### config.mk
export PLATFORM = sky130hd
export DESIGN_NAME = stb_sched_flat
export DESIGN_NICKNAME = d
export VERILOG_FILES = /design/src/rtl/stb_sched_if.sv /design/src/rtl/stb_sched.sv /design/src/flat_wrapper.sv
export SDC_FILE = /design/constraint.sdc
export NUM_CORES = 1
export LEC_CHECK = 0
export BUFFER_PORTS_ARGS = -buffer_cell sky130_fd_sc_hd__buf_4
export CELL_PAD_IN_SITES_DETAIL_PLACEMENT = 2
export CELL_PAD_IN_SITES_GLOBAL_PLACEMENT = 2
export CORE_MARGIN = 2
export CORE_UTILIZATION = 22
export DETAILED_ROUTE_END_ITERATION = 8
export PLACE_DENSITY_LB_ADDON = 0.1
export SLEW_MARGIN = 20
export SYNTH_ARGS = -nofsm -noshare
export SYNTH_HDL_FRONTEND = slang
export SYNTH_SLANG_ARGS = --single-unit
### constraint.sdc
create_clock -name clk -period 2.9 [get_ports clk]
set_input_delay 0.145 -clock clk [delete_from_list [all_inputs] [get_ports clk]]
set_output_delay 0.145 -clock clk [all_outputs]
set_load 0.005 [all_outputs]
### src/rtl/stb_sched_if.sv
`default_nettype none
// ============================================================================
// Module      : stb_sched_if
// Description : Requester, burst-store engine and status bundle of stb_sched.
// Revision    : 1.0 - initial release
// ============================================================================
interface stb_sched_if #(
    parameter int REQ_COUNT     = 4,
    parameter int SMC_COUNT     = 6,
    parameter int BURST_WIDTH   = 8,
    parameter int ADDR_WIDTH    = 32,
    parameter int UR_ADDR_WIDTH = 11,
    parameter int UR_ID_WIDTH   = 3
);
    logic [REQ_COUNT-1:0]               req_valid;
    logic [REQ_COUNT-1:0]               req_ready;
    logic [REQ_COUNT*SMC_COUNT-1:0]     req_smc_strb;
    logic [REQ_COUNT*4-1:0]             req_byte_strb;
    logic [REQ_COUNT*BURST_WIDTH-1:0]   req_brst;
    logic [REQ_COUNT*ADDR_WIDTH-1:0]    req_gr_base_addr;
    logic [REQ_COUNT*UR_ID_WIDTH-1:0]   req_ur_id;
    logic [REQ_COUNT*UR_ADDR_WIDTH-1:0] req_ur_addr;

    logic                               stb_u_valid;
    logic [SMC_COUNT-1:0]               stb_u_smc_strb;
    logic [3:0]                         stb_u_byte_strb;
    logic [BURST_WIDTH-1:0]             stb_u_brst;
    logic [ADDR_WIDTH-1:0]              stb_u_gr_base_addr;
    logic [UR_ID_WIDTH-1:0]             stb_u_ur_id;
    logic [UR_ADDR_WIDTH-1:0]           stb_u_ur_addr;
    logic                               stb_d_valid;
    logic                               stb_d_done;

    logic [REQ_COUNT-1:0]               rsp_valid;
    logic                               rsp_err;
    logic                               busy;
    logic                               fault;

    // master: requesters and engine side; slave: the scheduler
    modport master (
        output req_valid, req_smc_strb, req_byte_strb, req_brst,
               req_gr_base_addr, req_ur_id, req_ur_addr,
               stb_d_valid, stb_d_done,
        input  req_ready, stb_u_valid, stb_u_smc_strb, stb_u_byte_strb,
               stb_u_brst, stb_u_gr_base_addr, stb_u_ur_id, stb_u_ur_addr,
               rsp_valid, rsp_err, busy, fault
    );

    modport slave (
        input  req_valid, req_smc_strb, req_byte_strb, req_brst,
               req_gr_base_addr, req_ur_id, req_ur_addr,
               stb_d_valid, stb_d_done,
        output req_ready, stb_u_valid, stb_u_smc_strb, stb_u_byte_strb,
               stb_u_brst, stb_u_gr_base_addr, stb_u_ur_id, stb_u_ur_addr,
               rsp_valid, rsp_err, busy, fault
    );
endinterface
`default_nettype wire

### src/rtl/stb_sched.sv
`default_nettype none
// ============================================================================
// Module      : stb_sched
// Description : Round-robin scheduler sharing one burst-store engine.
// Revision    : 1.0 - initial release
// ============================================================================
module stb_sched #(
    parameter int REQ_COUNT      = 4,
    parameter int SMC_COUNT      = 6,
    parameter int BURST_WIDTH    = 8,
    parameter int ADDR_WIDTH     = 32,
    parameter int UR_ADDR_WIDTH  = 11,
    parameter int UR_ID_WIDTH    = 3,
    parameter int TIMEOUT_CYCLES = 4096
) (
    input  wire logic  clk,
    input  wire logic  rst_n,
    stb_sched_if.slave bus
);
    localparam int PTR_W = $clog2(REQ_COUNT);
    localparam int CNT_W = $clog2(TIMEOUT_CYCLES);

    typedef enum logic [2:0] {
        S_IDLE  = 3'd0,
        S_ISSUE = 3'd1,
        S_WAIT  = 3'd2,
        S_RESP  = 3'd3,
        S_HALT  = 3'd4
    } state_e;

    state_e                   state_q, state_d;
    logic [PTR_W-1:0]         rr_ptr_q, rr_ptr_d;
    logic [PTR_W-1:0]         owner_q, owner_d;
    logic [CNT_W-1:0]         cnt_q, cnt_d;
    logic                     err_q, err_d;
    logic                     tmo_q, tmo_d;
    logic [SMC_COUNT-1:0]     smc_q, smc_d;
    logic [3:0]               bstrb_q, bstrb_d;
    logic [BURST_WIDTH-1:0]   brst_q, brst_d;
    logic [ADDR_WIDTH-1:0]    addr_q, addr_d;
    logic [UR_ID_WIDTH-1:0]   urid_q, urid_d;
    logic [UR_ADDR_WIDTH-1:0] urad_q, urad_d;

    logic                     grant_vld;
    logic [PTR_W-1:0]         grant_idx;
    logic [PTR_W:0]           cand;
    logic [SMC_COUNT-1:0]     sel_smc;
    logic [3:0]               sel_bstrb;
    logic [BURST_WIDTH-1:0]   sel_brst;
    logic [ADDR_WIDTH-1:0]    sel_addr;
    logic [UR_ID_WIDTH-1:0]   sel_urid;
    logic [UR_ADDR_WIDTH-1:0] sel_urad;

    // First valid requester at or after rr_ptr, wrapping modulo REQ_COUNT
    always_comb begin
        grant_vld = 1'b0;
        grant_idx = '0;
        cand      = '0;
        for (int k = 0; k < REQ_COUNT; k++) begin
            cand = {1'b0, rr_ptr_q} + (PTR_W+1)'(k);
            if (cand >= (PTR_W+1)'(REQ_COUNT)) begin
                cand = cand - (PTR_W+1)'(REQ_COUNT);
            end
            if (!grant_vld && bus.req_valid[cand[PTR_W-1:0]]) begin
                grant_vld = 1'b1;
                grant_idx = cand[PTR_W-1:0];
            end
        end
    end

    always_comb begin
        sel_smc   = '0;
        sel_bstrb = '0;
        sel_brst  = '0;
        sel_addr  = '0;
        sel_urid  = '0;
        sel_urad  = '0;
        for (int i = 0; i < REQ_COUNT; i++) begin
            if (grant_idx == PTR_W'(i)) begin
                sel_smc   = bus.req_smc_strb[i*SMC_COUNT +: SMC_COUNT];
                sel_bstrb = bus.req_byte_strb[i*4 +: 4];
                sel_brst  = bus.req_brst[i*BURST_WIDTH +: BURST_WIDTH];
                sel_addr  = bus.req_gr_base_addr[i*ADDR_WIDTH +: ADDR_WIDTH];
                sel_urid  = bus.req_ur_id[i*UR_ID_WIDTH +: UR_ID_WIDTH];
                sel_urad  = bus.req_ur_addr[i*UR_ADDR_WIDTH +: UR_ADDR_WIDTH];
            end
        end
    end

    always_comb begin
        state_d  = state_q;
        rr_ptr_d = rr_ptr_q;
        owner_d  = owner_q;
        cnt_d    = cnt_q;
        err_d    = err_q;
        tmo_d    = tmo_q;
        smc_d    = smc_q;
        bstrb_d  = bstrb_q;
        brst_d   = brst_q;
        addr_d   = addr_q;
        urid_d   = urid_q;
        urad_d   = urad_q;
        unique case (state_q)
            S_IDLE: begin
                if (grant_vld) begin
                    smc_d    = sel_smc;
                    bstrb_d  = sel_bstrb;
                    brst_d   = sel_brst;
                    addr_d   = sel_addr;
                    urid_d   = sel_urid;
                    urad_d   = sel_urad;
                    owner_d  = grant_idx;
                    rr_ptr_d = (grant_idx == PTR_W'(REQ_COUNT-1)) ? '0
                                                                   : grant_idx + PTR_W'(1);
                    err_d    = 1'b0;
                    tmo_d    = 1'b0;
                    state_d  = S_ISSUE;
                end
            end
            S_ISSUE: begin
                cnt_d = '0;
                // Zero-length bursts are rejected here, before the engine sees them
                if (brst_q == '0) begin
                    err_d   = 1'b1;
                    state_d = S_RESP;
                end else begin
                    state_d = S_WAIT;
                end
            end
            S_WAIT: begin
                cnt_d = cnt_q + CNT_W'(1);
                if (bus.stb_d_valid && bus.stb_d_done) begin
                    err_d   = 1'b0;
                    state_d = S_RESP;
                end else if (cnt_q == CNT_W'(TIMEOUT_CYCLES-1)) begin
                    err_d   = 1'b1;
                    tmo_d   = 1'b1;
                    state_d = S_RESP;
                end
            end
            S_RESP: begin
                state_d = tmo_q ? S_HALT : S_IDLE;
            end
            S_HALT: begin
                state_d = S_HALT;
            end
            default: begin
                state_d = S_IDLE;
            end
        endcase
    end

    always_ff @(posedge clk or negedge rst_n) begin
        if (!rst_n) begin
            state_q  <= S_IDLE;
            rr_ptr_q <= '0;
            owner_q  <= '0;
            cnt_q    <= '0;
            err_q    <= 1'b0;
            tmo_q    <= 1'b0;
            smc_q    <= '0;
            bstrb_q  <= '0;
            brst_q   <= '0;
            addr_q   <= '0;
            urid_q   <= '0;
            urad_q   <= '0;
        end else begin
            state_q  <= state_d;
            rr_ptr_q <= rr_ptr_d;
            owner_q  <= owner_d;
            cnt_q    <= cnt_d;
            err_q    <= err_d;
            tmo_q    <= tmo_d;
            smc_q    <= smc_d;
            bstrb_q  <= bstrb_d;
            brst_q   <= brst_d;
            addr_q   <= addr_d;
            urid_q   <= urid_d;
            urad_q   <= urad_d;
        end
    end

    // Ready is gated by rst_n so every output reads zero while reset is held
    assign bus.req_ready = (rst_n && state_q == S_IDLE && grant_vld)
                         ? ({{(REQ_COUNT-1){1'b0}}, 1'b1} << grant_idx) : '0;
    assign bus.stb_u_valid        = (state_q == S_ISSUE) && (brst_q != '0);
    assign bus.stb_u_smc_strb     = smc_q;
    assign bus.stb_u_byte_strb    = bstrb_q;
    assign bus.stb_u_brst         = brst_q;
    assign bus.stb_u_gr_base_addr = addr_q;
    assign bus.stb_u_ur_id        = urid_q;
    assign bus.stb_u_ur_addr      = urad_q;
    assign bus.rsp_valid = (state_q == S_RESP)
                         ? ({{(REQ_COUNT-1){1'b0}}, 1'b1} << owner_q) : '0;
    assign bus.rsp_err   = (state_q == S_RESP) && err_q;
    assign bus.busy      = (state_q != S_IDLE);
    assign bus.fault     = (state_q == S_HALT);

endmodule
`default_nettype wire

### src/flat_wrapper.sv
// flat-port wrapper written by rule: the top's interface ports become plain ports
module stb_sched_flat 
#(
    parameter int REQ_COUNT      = 4,
    parameter int SMC_COUNT      = 6,
    parameter int BURST_WIDTH    = 8,
    parameter int ADDR_WIDTH     = 32,
    parameter int UR_ADDR_WIDTH  = 11,
    parameter int UR_ID_WIDTH    = 3,
    parameter int TIMEOUT_CYCLES = 4096
)
  (clk, rst_n, bus_req_valid, bus_req_smc_strb, bus_req_byte_strb, bus_req_brst, bus_req_gr_base_addr, bus_req_ur_id, bus_req_ur_addr, bus_stb_d_valid, bus_stb_d_done, bus_req_ready, bus_stb_u_valid, bus_stb_u_smc_strb, bus_stb_u_byte_strb, bus_stb_u_brst, bus_stb_u_gr_base_addr, bus_stb_u_ur_id, bus_stb_u_ur_addr, bus_rsp_valid, bus_rsp_err, bus_busy, bus_fault);
  stb_sched_if #(.REQ_COUNT(REQ_COUNT), .SMC_COUNT(SMC_COUNT), .BURST_WIDTH(BURST_WIDTH), .ADDR_WIDTH(ADDR_WIDTH), .UR_ADDR_WIDTH(UR_ADDR_WIDTH), .UR_ID_WIDTH(UR_ID_WIDTH)) bus_i ();
  input  wire logic clk;
  input  wire logic rst_n;
  input wire logic [$bits(bus_i.req_valid)-1:0] bus_req_valid;
  input wire logic [$bits(bus_i.req_smc_strb)-1:0] bus_req_smc_strb;
  input wire logic [$bits(bus_i.req_byte_strb)-1:0] bus_req_byte_strb;
  input wire logic [$bits(bus_i.req_brst)-1:0] bus_req_brst;
  input wire logic [$bits(bus_i.req_gr_base_addr)-1:0] bus_req_gr_base_addr;
  input wire logic [$bits(bus_i.req_ur_id)-1:0] bus_req_ur_id;
  input wire logic [$bits(bus_i.req_ur_addr)-1:0] bus_req_ur_addr;
  input wire logic [$bits(bus_i.stb_d_valid)-1:0] bus_stb_d_valid;
  input wire logic [$bits(bus_i.stb_d_done)-1:0] bus_stb_d_done;
  output wire logic [$bits(bus_i.req_ready)-1:0] bus_req_ready;
  output wire logic [$bits(bus_i.stb_u_valid)-1:0] bus_stb_u_valid;
  output wire logic [$bits(bus_i.stb_u_smc_strb)-1:0] bus_stb_u_smc_strb;
  output wire logic [$bits(bus_i.stb_u_byte_strb)-1:0] bus_stb_u_byte_strb;
  output wire logic [$bits(bus_i.stb_u_brst)-1:0] bus_stb_u_brst;
  output wire logic [$bits(bus_i.stb_u_gr_base_addr)-1:0] bus_stb_u_gr_base_addr;
  output wire logic [$bits(bus_i.stb_u_ur_id)-1:0] bus_stb_u_ur_id;
  output wire logic [$bits(bus_i.stb_u_ur_addr)-1:0] bus_stb_u_ur_addr;
  output wire logic [$bits(bus_i.rsp_valid)-1:0] bus_rsp_valid;
  output wire logic [$bits(bus_i.rsp_err)-1:0] bus_rsp_err;
  output wire logic [$bits(bus_i.busy)-1:0] bus_busy;
  output wire logic [$bits(bus_i.fault)-1:0] bus_fault;
  assign bus_i.req_valid = bus_req_valid;
  assign bus_i.req_smc_strb = bus_req_smc_strb;
  assign bus_i.req_byte_strb = bus_req_byte_strb;
  assign bus_i.req_brst = bus_req_brst;
  assign bus_i.req_gr_base_addr = bus_req_gr_base_addr;
  assign bus_i.req_ur_id = bus_req_ur_id;
  assign bus_i.req_ur_addr = bus_req_ur_addr;
  assign bus_i.stb_d_valid = bus_stb_d_valid;
  assign bus_i.stb_d_done = bus_stb_d_done;
  assign bus_req_ready = bus_i.req_ready;
  assign bus_stb_u_valid = bus_i.stb_u_valid;
  assign bus_stb_u_smc_strb = bus_i.stb_u_smc_strb;
  assign bus_stb_u_byte_strb = bus_i.stb_u_byte_strb;
  assign bus_stb_u_brst = bus_i.stb_u_brst;
  assign bus_stb_u_gr_base_addr = bus_i.stb_u_gr_base_addr;
  assign bus_stb_u_ur_id = bus_i.stb_u_ur_id;
  assign bus_stb_u_ur_addr = bus_i.stb_u_ur_addr;
  assign bus_rsp_valid = bus_i.rsp_valid;
  assign bus_rsp_err = bus_i.rsp_err;
  assign bus_busy = bus_i.busy;
  assign bus_fault = bus_i.fault;
  stb_sched #(.REQ_COUNT(REQ_COUNT), .SMC_COUNT(SMC_COUNT), .BURST_WIDTH(BURST_WIDTH), .ADDR_WIDTH(ADDR_WIDTH), .UR_ADDR_WIDTH(UR_ADDR_WIDTH), .UR_ID_WIDTH(UR_ID_WIDTH), .TIMEOUT_CYCLES(TIMEOUT_CYCLES)) u_core (.clk(clk), .rst_n(rst_n), .bus(bus_i));
endmodule
Yosys cells after proc, flatten, opt, wreduce, memory -nomap -nowiden --
Cells that the tools add are included.
Word-level totals: flip-flop bits (word level) 85, bits in latches 0, bits in writable memories 0, memory bits (read-only) 0, output and inout port bits 76, word-level logic and storage cells 128, memories 0
Cells by class: add/subtract/negate cells 9, multipliers 0, div/mod/pow operators 0, $lt $le $gt $ge 8, equal/unequal tests 13, shift operators 2, mux-type cells 61, bitwise operators 0, reduce and logical (&&, ||, !) cells 23
Operator list (number):
- $mux 32 | 4
- $mux 11 | 4
- $mux 8 | 4
- $mux 3 | 8
- $mux 4 | 6
- $mux 6 | 4
- $pmux 12 s2 | 1
- $mux 2 | 9
- $pmux 3 s5 | 1
- $mux 1 | 14
- $add 12x1->12 const B | 1
- $eq 12x12->1 const B | 1
- $lt 2x3->1 const B | 4
- $ge 3x3->1 const B | 3
- $bmux 1 s2 | 4
- $logic_and 1x1->1 | 8
- $logic_not 8->1 | 1
- $reduce_and 4->1 | 2
- $reduce_bool 8->1 | 1
- $shl 1x2->4 const A | 2
- $sub 2x1->2 const B | 4
- $add 2x2->3 const B | 2
- $eq 3x2->1 const B | 2
- $ne 2x1->1 const B | 3
- other kinds (17) | 23

Longest topological paths before layout --
Gate-level depths: netlist of the first run.
depth in word-level cells 19, gate-level depth with buffers 11

Least setup slack after synthesis of the first run --
OpenSTA, ideal clock, no wires.
path type register to register, start point register u_core.rr_ptr_q[1], end point register u_core.brst_q[7], in the netlist u_core.bus.stb_u_brst[7], library setup time 0.077 ns, arrival 2.350 ns, required time 2.823 ns, setup slack 0.472 ns, cell stages (with the launch flop) 10, buffers on the path 2, clock period less this slack 2.428 ns, cells stage by stage dfrtp_1 mux2i_1 nor2_1 nor4_1 ha_1 clkbuf_1 clkbuf_1 a221oi_1 a211o_1 a21oi_1
On the way: longest elaborated chain between the ends 19, elaborated cells on any way between the ends 46
RTL lines:
- start: declaration | RTL line stb_sched.sv:32 | logic [PTR_W-1:0] rr_ptr_q, rr_ptr_d;
- start signal: assignment | RTL line stb_sched.sv:169 | rr_ptr_q <= rr_ptr_d;
- branches (longest 13 deep; another with $add 2x1->3)
- $mux 2 (*) | RTL line stb_sched.sv:64 | if (!grant_vld && bus.req_valid[cand[PTR_W-1:0]]) begin
- named net u_core.grant_idx[0] | RTL line stb_sched.sv:45 | logic [PTR_W-1:0] grant_idx;
- $logic_not 2->1 | RTL line stb_sched.sv:79 | if (grant_idx == PTR_W'(i)) begin
- $mux 8 (3 in series) | RTL line stb_sched.sv:79
- $mux 8 (*) | RTL line stb_sched.sv:79
- end signal: assignment | RTL line stb_sched.sv:176 | brst_q <= brst_d;
- end: declaration | RTL line stb_sched.sv:39 | logic [BURST_WIDTH-1:0] brst_q, brst_d;
Mark *: on every way through the listed nets, which the timed path passes. The select of a mux whose other input is x is not followed. A chain may end at the register's enable or synchronous reset.

Final worst setup path of the first run --
start point register u_core.rr_ptr_q[1], end point register u_core.addr_q[13], in the netlist u_core.bus.stb_u_gr_base_addr[13]
On the way: longest elaborated chain between the ends 19, elaborated cells on any way between the ends 46
RTL lines:
- branches (longest 13 deep; another with $add 2x1->3)
- $mux 2 (*) | RTL line stb_sched.sv:64
- named net u_core.grant_idx[0] | RTL line stb_sched.sv:45
- $logic_not 2->1 | RTL line stb_sched.sv:79
- $mux 32 (3 in series) | RTL line stb_sched.sv:79
- $mux 32 (*) | RTL line stb_sched.sv:79
- end signal: assignment | RTL line stb_sched.sv:177 | addr_q <= addr_d;
- end: declaration | RTL line stb_sched.sv:40 | logic [ADDR_WIDTH-1:0] addr_q, addr_d;
Marks and branches as above.

==> results.cfg, run 1 <==
[routing]
via_per_inst = 5.04
wl_um = 27800
routed-wl-met2_um = 14200
highest_layer = met4
wl_met3_um = 1640
drt_pass1_iterations = 4
drc = 0
wire_per_inst_um = 21.7
vias = 6458
drt-initial-drc-count = 351
ant_nets = 0
m1WireLength_um = 11300

[flow_run]
max-cap-violations = 0

[die]
die_w_um = 160
die-area_um2 = 25600
dieHeight_um = 160
fp-row-count = 57
core_area_um2 = 24100
start_util = 0.222
io_pins = 340

[worst_hold_path]
whs_path_depth = 3
hold_end = u_core.bus.stb_u_smc_strb[1]$_DFFE_PN0P_
hold_class = in2reg
hp-start = bus_req_smc_strb[19]

[pwr]
irDropWorstVdd_uv = 397
power.density_nw_per_um2 = 1000
p_leak_nw = 4.27
p_total_mw = 8.67

[final_layout]
fillers = 2791
multi_input_area_um2 = 2740
diodes = 0
final_core_util = 0.358
drive_above_1_share = 0.403
final_cell_count_no_fill = 1282
nNetsFinal = 1222
area_growth_pct = 61.1
ff_latch_area_um2 = 2130

[worst_setup_path]
r2r-start = u_core.rr_ptr_q[1]$_DFFE_PN0P_
rrSetupSlack_ns = 0.26
critical_path_arrival_ns = 2.90
worstPathRequired_ns = 3.16
r2r_end = u_core.bus.stb_u_gr_base_addr[13]$_DFFE_PN0P_
crit_path_max_fanout = 52
r2r_cells = 9
cp-end-kind = flop
worst_setup_path_start_kind = flop
worst-setup-path-type = reg2reg

[timing]
rsz0062_at_grt = false
setup_violations = 0
slew_headroom = 0.533
worst_pin_slew_ns = 0.701
tns_ns = 0
fmax_mhz = 379
timing.final.crit_share = 0.910
drv_slew = 0
fin_skew_ns = 0.00655
fin_crit_ns = 2.64
finalHoldViolCount = 0
holdWs_ns = 0.0923

[global_routing]
grtUsageTotal = 0.213
grt_max_degree = 66
gr-total-overflow = 0
antenna_found_initial = 0
grt_pass1_vias = 7315
grt_pass1_wl_um = 42900

[synthesis]
syn_inst = 648
synth_fp_nets = 917
synth_cell_type_count = 41
synth.area.top_cells = dfrtp_1, a21oi_1, a211o_1
synth-warning-count = 0
syn_avg_cell_area_um2 = 8.27
seq_area_frac_synth = 0.397
synth_edf_count = 0
ys_ff_latch = 85
synth_area_um2 = 5360
synthFlopType = dfrtp_1
yosysTopAreaCellShare = 0.397
async_flop_share = 1.00
yosysTopAreaCell = dfrtp_1

[clocking]
cts_tree = done
clk_pin_slew_worst_paths_ns = 0.07
clkLatencyLatePin_ns = 0.35
clk_path_buf_depth = 2
htree_levels = 3
cts_inserted_buffers = 9
numClockSinks = 85
cts_root_buf = clkbuf_16

[placement]
dpl.hpwl_um = 20600
io_buffers = 339
place_inst = 1265
gp_congestion = 0.837

[status]
outcome = completed
-- power by group --
part           switching, mW  total (mW)  internal [mW]
clock network          0.554        1.23          0.672
logic                   2.85        5.29           2.44
registers              0.403        2.16           1.76
-- synth_stat cells (3+ instances only) --
library cell / number
a31oi_1: 4
nand4_1: 4
and3_1: 7
a21oi_1: 136
nand2_1: 18
a221oi_1: 64
clkbuf_1: 49
buf_2: 12
nand3_1: 4
mux2i_1: 6
nor2_1: 71
o21ai_0: 8
nor3b_1: 3
a21o_1: 3
dfrtp_1: 85
ha_1: 5
nor4_1: 5
a211o_1: 65
inv_1: 72
-- cell type report --
cell class / count / share of cell area
Sequential cell: 85 / 0.246
Inverter: 72 / 0.0313
Multi-Input combinational cell: 427 / 0.317
Tap cell: 324 / 0.0469
Clock buffer: 9 / 0.0261
Timing Repair Buffer: 358 / 0.323
Clock inverter: 7 / 0.00869
-- per-stage QoR --
| stage | area (um2) | setup slack (ns) |
|---|---|---|
| 6_report | 8630 | 0.262 |
| 3_3_place_gp | 8320 | 0.347 |
| 2_1_floorplan | 5360 | 0.472 |
| 5_1_grt | 8630 | 0.0423 |
| 4_1_cts | 8630 | 0.126 |
| 3_5_place_dp | 8320 | 0.189 |
-- what timing repair did --
action                                 in CTS  in global routing
buffers inserted                            0                  0
gates resized for setup                     0                  1
setup endpoints to repair                   0                  2
hold buffers                                1                  0
endpoints found under the hold margin      44                  0
-- critical path, cell delays in order (launching register included) --
cell and delay, ns:
dfrtp_1 0.45, nand2b_1 0.18, a21oi_1 0.31, nor4_2 0.08, inv_1 0.14, ha_4 0.54, buf_12 0.32, a221oi_1 0.08
a211o_1 0.30, a21oi_1 0.15
-- layout by cell type, fill, tap and decap left out, drive strengths merged, types with 2 or more instances in the layout --
master | synthesis | layout
buf | 15 | 357
a21oi | 137 | 137
dfrtp | 85 | 85
inv | 72 | 73
nor2 | 72 | 72
a211o | 65 | 65
a221oi | 64 | 64
nand2 | 18 | 18
clkbuf | 49 | 9
o21ai | 9 | 9
and3 | 7 | 7
nor4 | 7 | 7
mux2i | 6 | 6
ha | 5 | 5
nand4 | 4 | 4
a31oi | 4 | 4
nand3 | 4 | 4
nor3b | 3 | 3
a21o | 3 | 3
clkinvlp | 0 | 3
nand2b | 2 | 2
o22ai | 2 | 2
or3b | 2 | 2
and2 | 2 | 2
and4 | 2 | 2
clkinv | 0 | 2
-- layer usage --
| layer | global-route usage | up-vias |
|---|---|---|
| li1 | - | 2979 |
| met1 | 0.255 | 3230 |
| met2 | 0.379 | 215 |
| met3 | 0.0501 | 34 |
| met4 | 0.0659 | 0 |
| met5 | 0 | - |
-- cells by family after synthesis --
kind of cell,after synthesis,share of synthesized area
AO/OA/AOI/OAI,288,0.365
buffers and inverters,136,0.100
AND/OR/NAND/NOR,128,0.115
flip-flops,85,0.397
multiplexers,6,0.0112
adder cells (fa/ha/maj),5,0.0117
-- worst max path at each step --
stage                                                                to                            from  cells after the start  slack, ns
after detailed placement       u_core.bus.stb_u_smc_strb[1]$_DFFE_PN0P_  u_core.rr_ptr_q[1]$_DFFE_PN0P_                     10       0.19
final                     u_core.bus.stb_u_gr_base_addr[13]$_DFFE_PN0P_  u_core.rr_ptr_q[1]$_DFFE_PN0P_                      9       0.26
after floorplan                    u_core.bus.stb_u_brst[7]$_DFFE_PN0P_  u_core.rr_ptr_q[1]$_DFFE_PN0P_                      9       0.47
after global routing      u_core.bus.stb_u_gr_base_addr[13]$_DFFE_PN0P_  u_core.rr_ptr_q[1]$_DFFE_PN0P_                      9       0.04
after CTS                                              bus_req_ready[1]  u_core.rr_ptr_q[1]$_DFFE_PN0P_                      8       0.13
after global placement    u_core.bus.stb_u_gr_base_addr[18]$_DFFE_PN0P_  u_core.rr_ptr_q[1]$_DFFE_PN0P_                      9       0.35
-- state kept, by name, summed over array words and instances (netlist names) --
name,count
u_core.state_q,3
u_core.bus.stb_u_gr_base_addr,32
u_core.bus.stb_u_ur_addr,11
u_core.tmo_q,1
u_core.cnt_q,12
u_core.bus.stb_u_smc_strb,6
u_core.bus.stb_u_byte_strb,4
u_core.bus.stb_u_ur_id,3
u_core.rr_ptr_q,2
u_core.err_q,1
u_core.owner_q,2
u_core.bus.stb_u_brst,8
Power figures use the tool's default switching activity.
==> run 2, diff against run 1 <==
ABC_AREA = 1   (was unset)
CORE_UTILIZATION = 21   (was 22)
==> run 2 against run 1 <==
  * Synthesized area grew 6.2%
  * First-iteration DRC count shrank 41%
  * Global-route usage shrank 0.16 points
  * Clock-buffer cell count grew 2
  * Via count grew 14%
  * Register-to-register slack lost 0.26 ns
  * Wire length grew 12%
  * Combinational power grew 130%
  * Critical endpoint is now u_core.bus.stb_u_gr_base_addr[22]$_DFFE_PN0P_
  * Highest routed layer is now met5
==> results.cfg, run 2 <==
[status]
outcome = completed

[global_routing]
grt_max_degree = 50
antenna_found_initial = 4
grt_pass1_wl_um = 46300
grtUsageTotal = 0.212
busiest_layer = met2
gr-total-overflow = 0
grt_use_met3 = 0.0624
grt_use_met1 = 0.259
use_met2 = 0.365
grt_pass1_vias = 8016

[worst_setup_path]
worst-setup-path-type = reg2reg
r2r_cells = 19
cp-end-kind = flop
crit_path_max_fanout = 8
worstPathRequired_ns = 3.18
worst_setup_path_start_kind = flop
critical_path_arrival_ns = 3.18

[clocking]
htree_levels = 3
cts_tree = done
cts_inserted_buffers = 9
cts_root_buf = clkbuf_16
clk_path_buf_depth = 2
clkLatencyLatePin_ns = 0.34
clk_pin_slew_worst_paths_ns = 0.07
numClockSinks = 85

[timing]
rsz0062_at_grt = true
setup_violations = 0
timing.final.crit_share = 0.999
fmax_mhz = 345
slew_headroom = 0.568
fin_skew_ns = 0.00690
fin_crit_ns = 2.90
worst_pin_slew_ns = 0.648
finalHoldViolCount = 0
drv_slew = 0

[final_layout]
final_common_cell = nand2_1
largest_reg_flops = 32
final_cell_count_no_fill = 1593
area_growth_pct = 63.7
drive_above_1_share = 0.341
nNetsFinal = 1515
layout_common_cells = nand2_1, buf_4, o21ai_0

[routing]
wire_per_inst_um = 19.6
via_per_inst = 4.64
drc = 0
wl_um = 31200
vias = 7384
drt_pass1_iterations = 4
drt-initial-drc-count = 207
ant_nets = 0

[synthesis]
yosysTopAreaCell = dfrtp_1
synth_cell_type_count = 28
async_flop_share = 1.00
synth.most_common_cell = nand2_1
synthFlopType = dfrtp_1
syn_inst = 908
seq_area_frac_synth = 0.374
synth-warning-count = 0
yosysTopAreaCellShare = 0.374
synth_edf_count = 0
syn_avg_cell_area_um2 = 6.27
synth_fp_nets = 1177
ys_ff_latch = 85
synthTopCellsByCount = nand2_1, o21ai_0, dfrtp_1
synth_area_um2 = 5690
synth.area.top_cells = dfrtp_1, nand2_1, o21ai_0

[placement]
dpl.hpwl_um = 23900
place_inst = 1559
gp_congestion = 0.812
io_buffers = 339

[worst_hold_path]
hold_class = in2reg
whs_path_depth = 5

[pwr]
p_leak_nw = 4.84
power.density_nw_per_um2 = 1630
p_total_mw = 15.2
irDropWorstVdd_uv = 709

[die]
dieHeight_um = 169
start_util = 0.212
io_pins = 340
core_area_um2 = 26800
die_w_um = 169
fp-row-count = 60
die-area_um2 = 28400

[flow_run]
max-cap-violations = 0
-- run 2: cell types whose count changed after synthesis, sizes merged, moves of 25 or more --
| cell | before | now |
|---|---|---|
| inv | 72 | 47 |
| o21ai | 9 | 150 |
| a21oi | 137 | 74 |
| nor2 | 72 | 19 |
| a221oi | 64 | 0 |
| a211o | 65 | 0 |
| nand2 | 18 | 434 |
-- run 2: through the flow --
step / TNS, ns / hold slack [ns] / worst slack (ns) / instance area, um2 / utilization
2_1_floorplan: 0 / -0.151 / 0.317 / 5690 / -
3_3_place_gp: 0 / 0.0516 / 0.0521 / 8710 / 0.325
3_5_place_dp: -0.209 / 0.0510 / -0.0546 / 8710 / 0.325
4_1_cts: 0 / 0.0950 / 0.00167 / 8990 / 0.336
5_1_grt: -11.55 / 0.116 / -0.240 / 9310 / 0.347
6_report: 0 / 0.105 / 0.00189 / 9310 / 0.348
-- run 2: logic make-up after synthesis --
kind of cell / count (synthesis) / synth area share
buf+inv: 104 / 0.0781
fa+ha+maj: 5 / 0.0110
simple gates: 486 / 0.335
compound gates: 228 / 0.202
flops: 85 / 0.374
-- run 2: area by class of cell --
class                      instances  area, um2
clock buffer                      11        233
timing repair buffer             384       3080
multi-input combinational        719       3230
tap                              341        427
clock inverter                     4       26.3
fill                            3221      17500
sequential                        85       2130
inverter                          47        184
antenna                            2       5.00
-- run 2: what timing repair did --
item | in CTS | in global routing
resized for setup | 5 | 54
setup buffers | 1 | 10
pin swaps | 0 | 16
hold buffers | 1 | 0
gates cloned | 0 | 5
endpoints found under the setup margin | 18 | 67
hold endpoints to repair | 16 | 0
-- run 2: critical path: stages, from the launching register on --
cell and delay, ns:
dfrtp_2 0.47, inv_4 0.08, nand2_1 0.10, nand2_1 0.08, o21ai_0 0.23, nand2_1 0.15, nand2_1 0.08, nand2_1 0.11
nand3_4 0.11, inv_1 0.11, ha_4 0.23, nor2_4 0.19, buf_12 0.18, clkbuf_16 0.16, nand2_1 0.05, nand2_1 0.05
o21ai_0 0.08, o21ai_1 0.22, nand2_1 0.08, nand2_1 0.06
-- run 2: routing by layer --
| metal | wire, um | vias up |
|---|---|---|
| met4 | 536 | 4 |
| met1 | 13300 | 3578 |
| met2 | 15400 | 186 |
| li1 | - | 3588 |
| met3 | 2000 | 28 |
| met5 | 33 | - |
-- run 2: path summary, 6_finish.rpt --
kind,startpoint,to,slack (ns)
min in group asynchronous,rst_n,u_core.bus.stb_u_brst[5]$_DFFE_PN0P_,0.22
hold reg to reg,u_core.bus.stb_u_gr_base_addr[20]$_DFFE_PN0P_,u_core.bus.stb_u_gr_base_addr[20]$_DFFE_PN0P_,0.48
max in group asynchronous,rst_n,u_core.state_q[1]$_DFFE_PN0P_,1.79
hold / removal,bus_req_smc_strb[22],u_core.bus.stb_u_smc_strb[4]$_DFFE_PN0P_,0.11
setup reg to reg,u_core.rr_ptr_q[0]$_DFFE_PN0P_,u_core.bus.stb_u_gr_base_addr[22]$_DFFE_PN0P_,0.002
setup / recovery,u_core.rr_ptr_q[0]$_DFFE_PN0P_,u_core.bus.stb_u_gr_base_addr[22]$_DFFE_PN0P_,0.002
-- run 2: power breakdown --
| part | switching, mW | internal (mW) |
|---|---|---|
| logic | 7.30 | 4.78 |
| clock network | 0.500 | 0.576 |
| registers | 0.310 | 1.73 |
| total | 8.11 | 7.09 |
==> run 3, diff against run 2 <==
ABC_AREA = unset   (was 1)
CORE_UTILIZATION = 22   (was 21)
REMOVE_ABC_BUFFERS = 1   (was unset)
==> run 3 against run 2 <==
  * Die area shrank 9.9%
  * Power shrank 42%
  * Wire length is 12% lower
  * Non-clock buffer count fell by 24
  * Largest power group unchanged
==> results.cfg, run 3 (synthesis results as in run 1) <==
[global_routing]
grt_pass1_vias = 7271
antenna_found_initial = 0
grt_max_degree = 92
grt_pass1_wl_um = 42600
gr-total-overflow = 0
grtUsageTotal = 0.213

[placement]
gp_congestion = 0.846
place_inst = 1266
dpl.hpwl_um = 20900
io_buffers = 339

[clocking]
cts_tree = done
cts_root_buf = clkbuf_16
cts_resized = 0
cts_inserted_buffers = 9
clk_path_buf_depth = 2
numClockSinks = 85
clk_pin_slew_worst_paths_ns = 0.07
clkLatencyLatePin_ns = 0.35
htree_levels = 3

[die]
core_area_um2 = 24100
start_util = 0.222
io_pins = 340
fp-row-count = 57
die-area_um2 = 25600
dieHeight_um = 160
die_w_um = 160

[worst_setup_path]
cp-end-kind = flop
crit_top_cell = a21oi_1
cp_cell_sequence = nand2b_1 > a21oi_1 > nor4_1 > buf_4 > inv_1 > ha_1 > nor2b_4 > buf_12 > a221oi_1 > a211o_1 > a21oi_1
crit_path_max_fanout = 38
critical_path_arrival_ns = 2.95
crit_path_top_delay_cell = dfrtp_1
worst_setup_path_start_kind = flop
worst-setup-path-type = reg2reg
worstPathRequired_ns = 3.17
slowest_delay_ns = 0.45

[status]
outcome = completed

[timing]
setup_violations = 0
drv_slew = 0
fmax_mhz = 373
fin_skew_ns = 0.00676
finalHoldViolCount = 0
holdWs_ns = 0.0935
worst_pin_slew_ns = 0.622
tns_ns = 0
fin_crit_ns = 2.68
slew_headroom = 0.585
rsz0062_at_grt = false
timing.final.crit_share = 0.923

[routing]
via_per_inst = 5.02
wire_per_inst_um = 21.4
ant_nets = 0
vias = 6444
drc = 0
drt-initial-drc-count = 255
drt_pass1_iterations = 5
wl_um = 27500

[final_layout]
layout_common_cells = buf_4, a21oi_1, dfrtp_1
drive_above_1_share = 0.403
diodes = 0
final_cell_count_no_fill = 1284
final_common_cell = buf_4
largest_reg_flops = 32
area_growth_pct = 62.5
nNetsFinal = 1224

[flow_run]
max-cap-violations = 0

[pwr]
irDropWorstVdd_uv = 407
p_leak_nw = 4.30
p_total_mw = 8.85
power.density_nw_per_um2 = 1020

[worst_hold_path]
hold_class = in2reg
## run 3: routing by layer
| metal | vias up | track usage | part of all wire |
|---|---|---|---|
| li1 | 2990 | - | - |
| met1 | 3196 | 0.245 | 0.40 |
| met2 | 222 | 0.393 | 0.53 |
| met3 | 36 | 0.0423 | 0.052 |
| met4 | 0 | 0.0717 | 0.024 |
| met5 | - | 0 | 0 |
## run 3: worst max-delay path: cells and delay by family (launching register included)
family                   cells  cell delay [ns]
AO/OA/AOI/OAI                4             0.90
adder cells (fa/ha/maj)      1             0.20
buffers and inverters        3             0.55
flip-flops                   1             0.45
AND/OR/NAND/NOR              3             0.48
## run 3: what timing repair did
action / in CTS / in global routing
buffers inserted: 0 / 1
hold endpoints to repair: 23 / 0
endpoints found under the setup margin: 0 / 1
hold buffers: 1 / 0
## run 3: power by group
group / internal (mW) / switching (mW)
logic: 2.48 / 2.87
clock network: 0.803 / 0.539
registers: 1.76 / 0.400
total: 5.04 / 3.81
## run 3: metrics by stage
stage | utilization | setup WS, ns | cell area (um2)
floorplan | - | -1.87 | 5090
global placement | 0.346 | 0.395 | 8350
detailed placement | 0.346 | 0.231 | 8350
CTS | 0.361 | 0.129 | 8700
global route | 0.361 | 0.0291 | 8710
finish | 0.361 | 0.222 | 8710
## run 3: cell type report
type                    instances  area (um2)
flip-flops and latches         85        2130
well taps                     324         405
clock inverters                 5        82.6
repair buffers                360        2830
fillers                      2803       15400
inverters                      72         270
clock buffers                  11         253
multi-input cells             427        2740
## run 3: worst paths after layout
| check | startpoint | end | slack [ns] | cells after the start |
|---|---|---|---|---|
| min in group asynchronous | rst_n | u_core.bus.stb_u_smc_strb[5]$_DFFE_PN0P_ | 0.28 | 2 |
| hold reg to reg | u_core.cnt_q[11]$_DFFE_PN0N_ | u_core.cnt_q[11]$_DFFE_PN0N_ | 0.49 | 1 |
| max in group asynchronous | rst_n | u_core.bus.stb_u_gr_base_addr[27]$_DFFE_PN0P_ | 1.68 | 3 |
| hold / removal | bus_req_gr_base_addr[110] | u_core.bus.stb_u_gr_base_addr[14]$_DFFE_PN0P_ | 0.09 | 3 |
| setup / recovery | u_core.rr_ptr_q[1]$_DFFE_PN0P_ | u_core.bus.stb_u_gr_base_addr[28]$_DFFE_PN0P_ | 0.22 | 11 |
| setup reg to reg | u_core.rr_ptr_q[1]$_DFFE_PN0P_ | u_core.bus.stb_u_gr_base_addr[28]$_DFFE_PN0P_ | 0.22 | 11 |
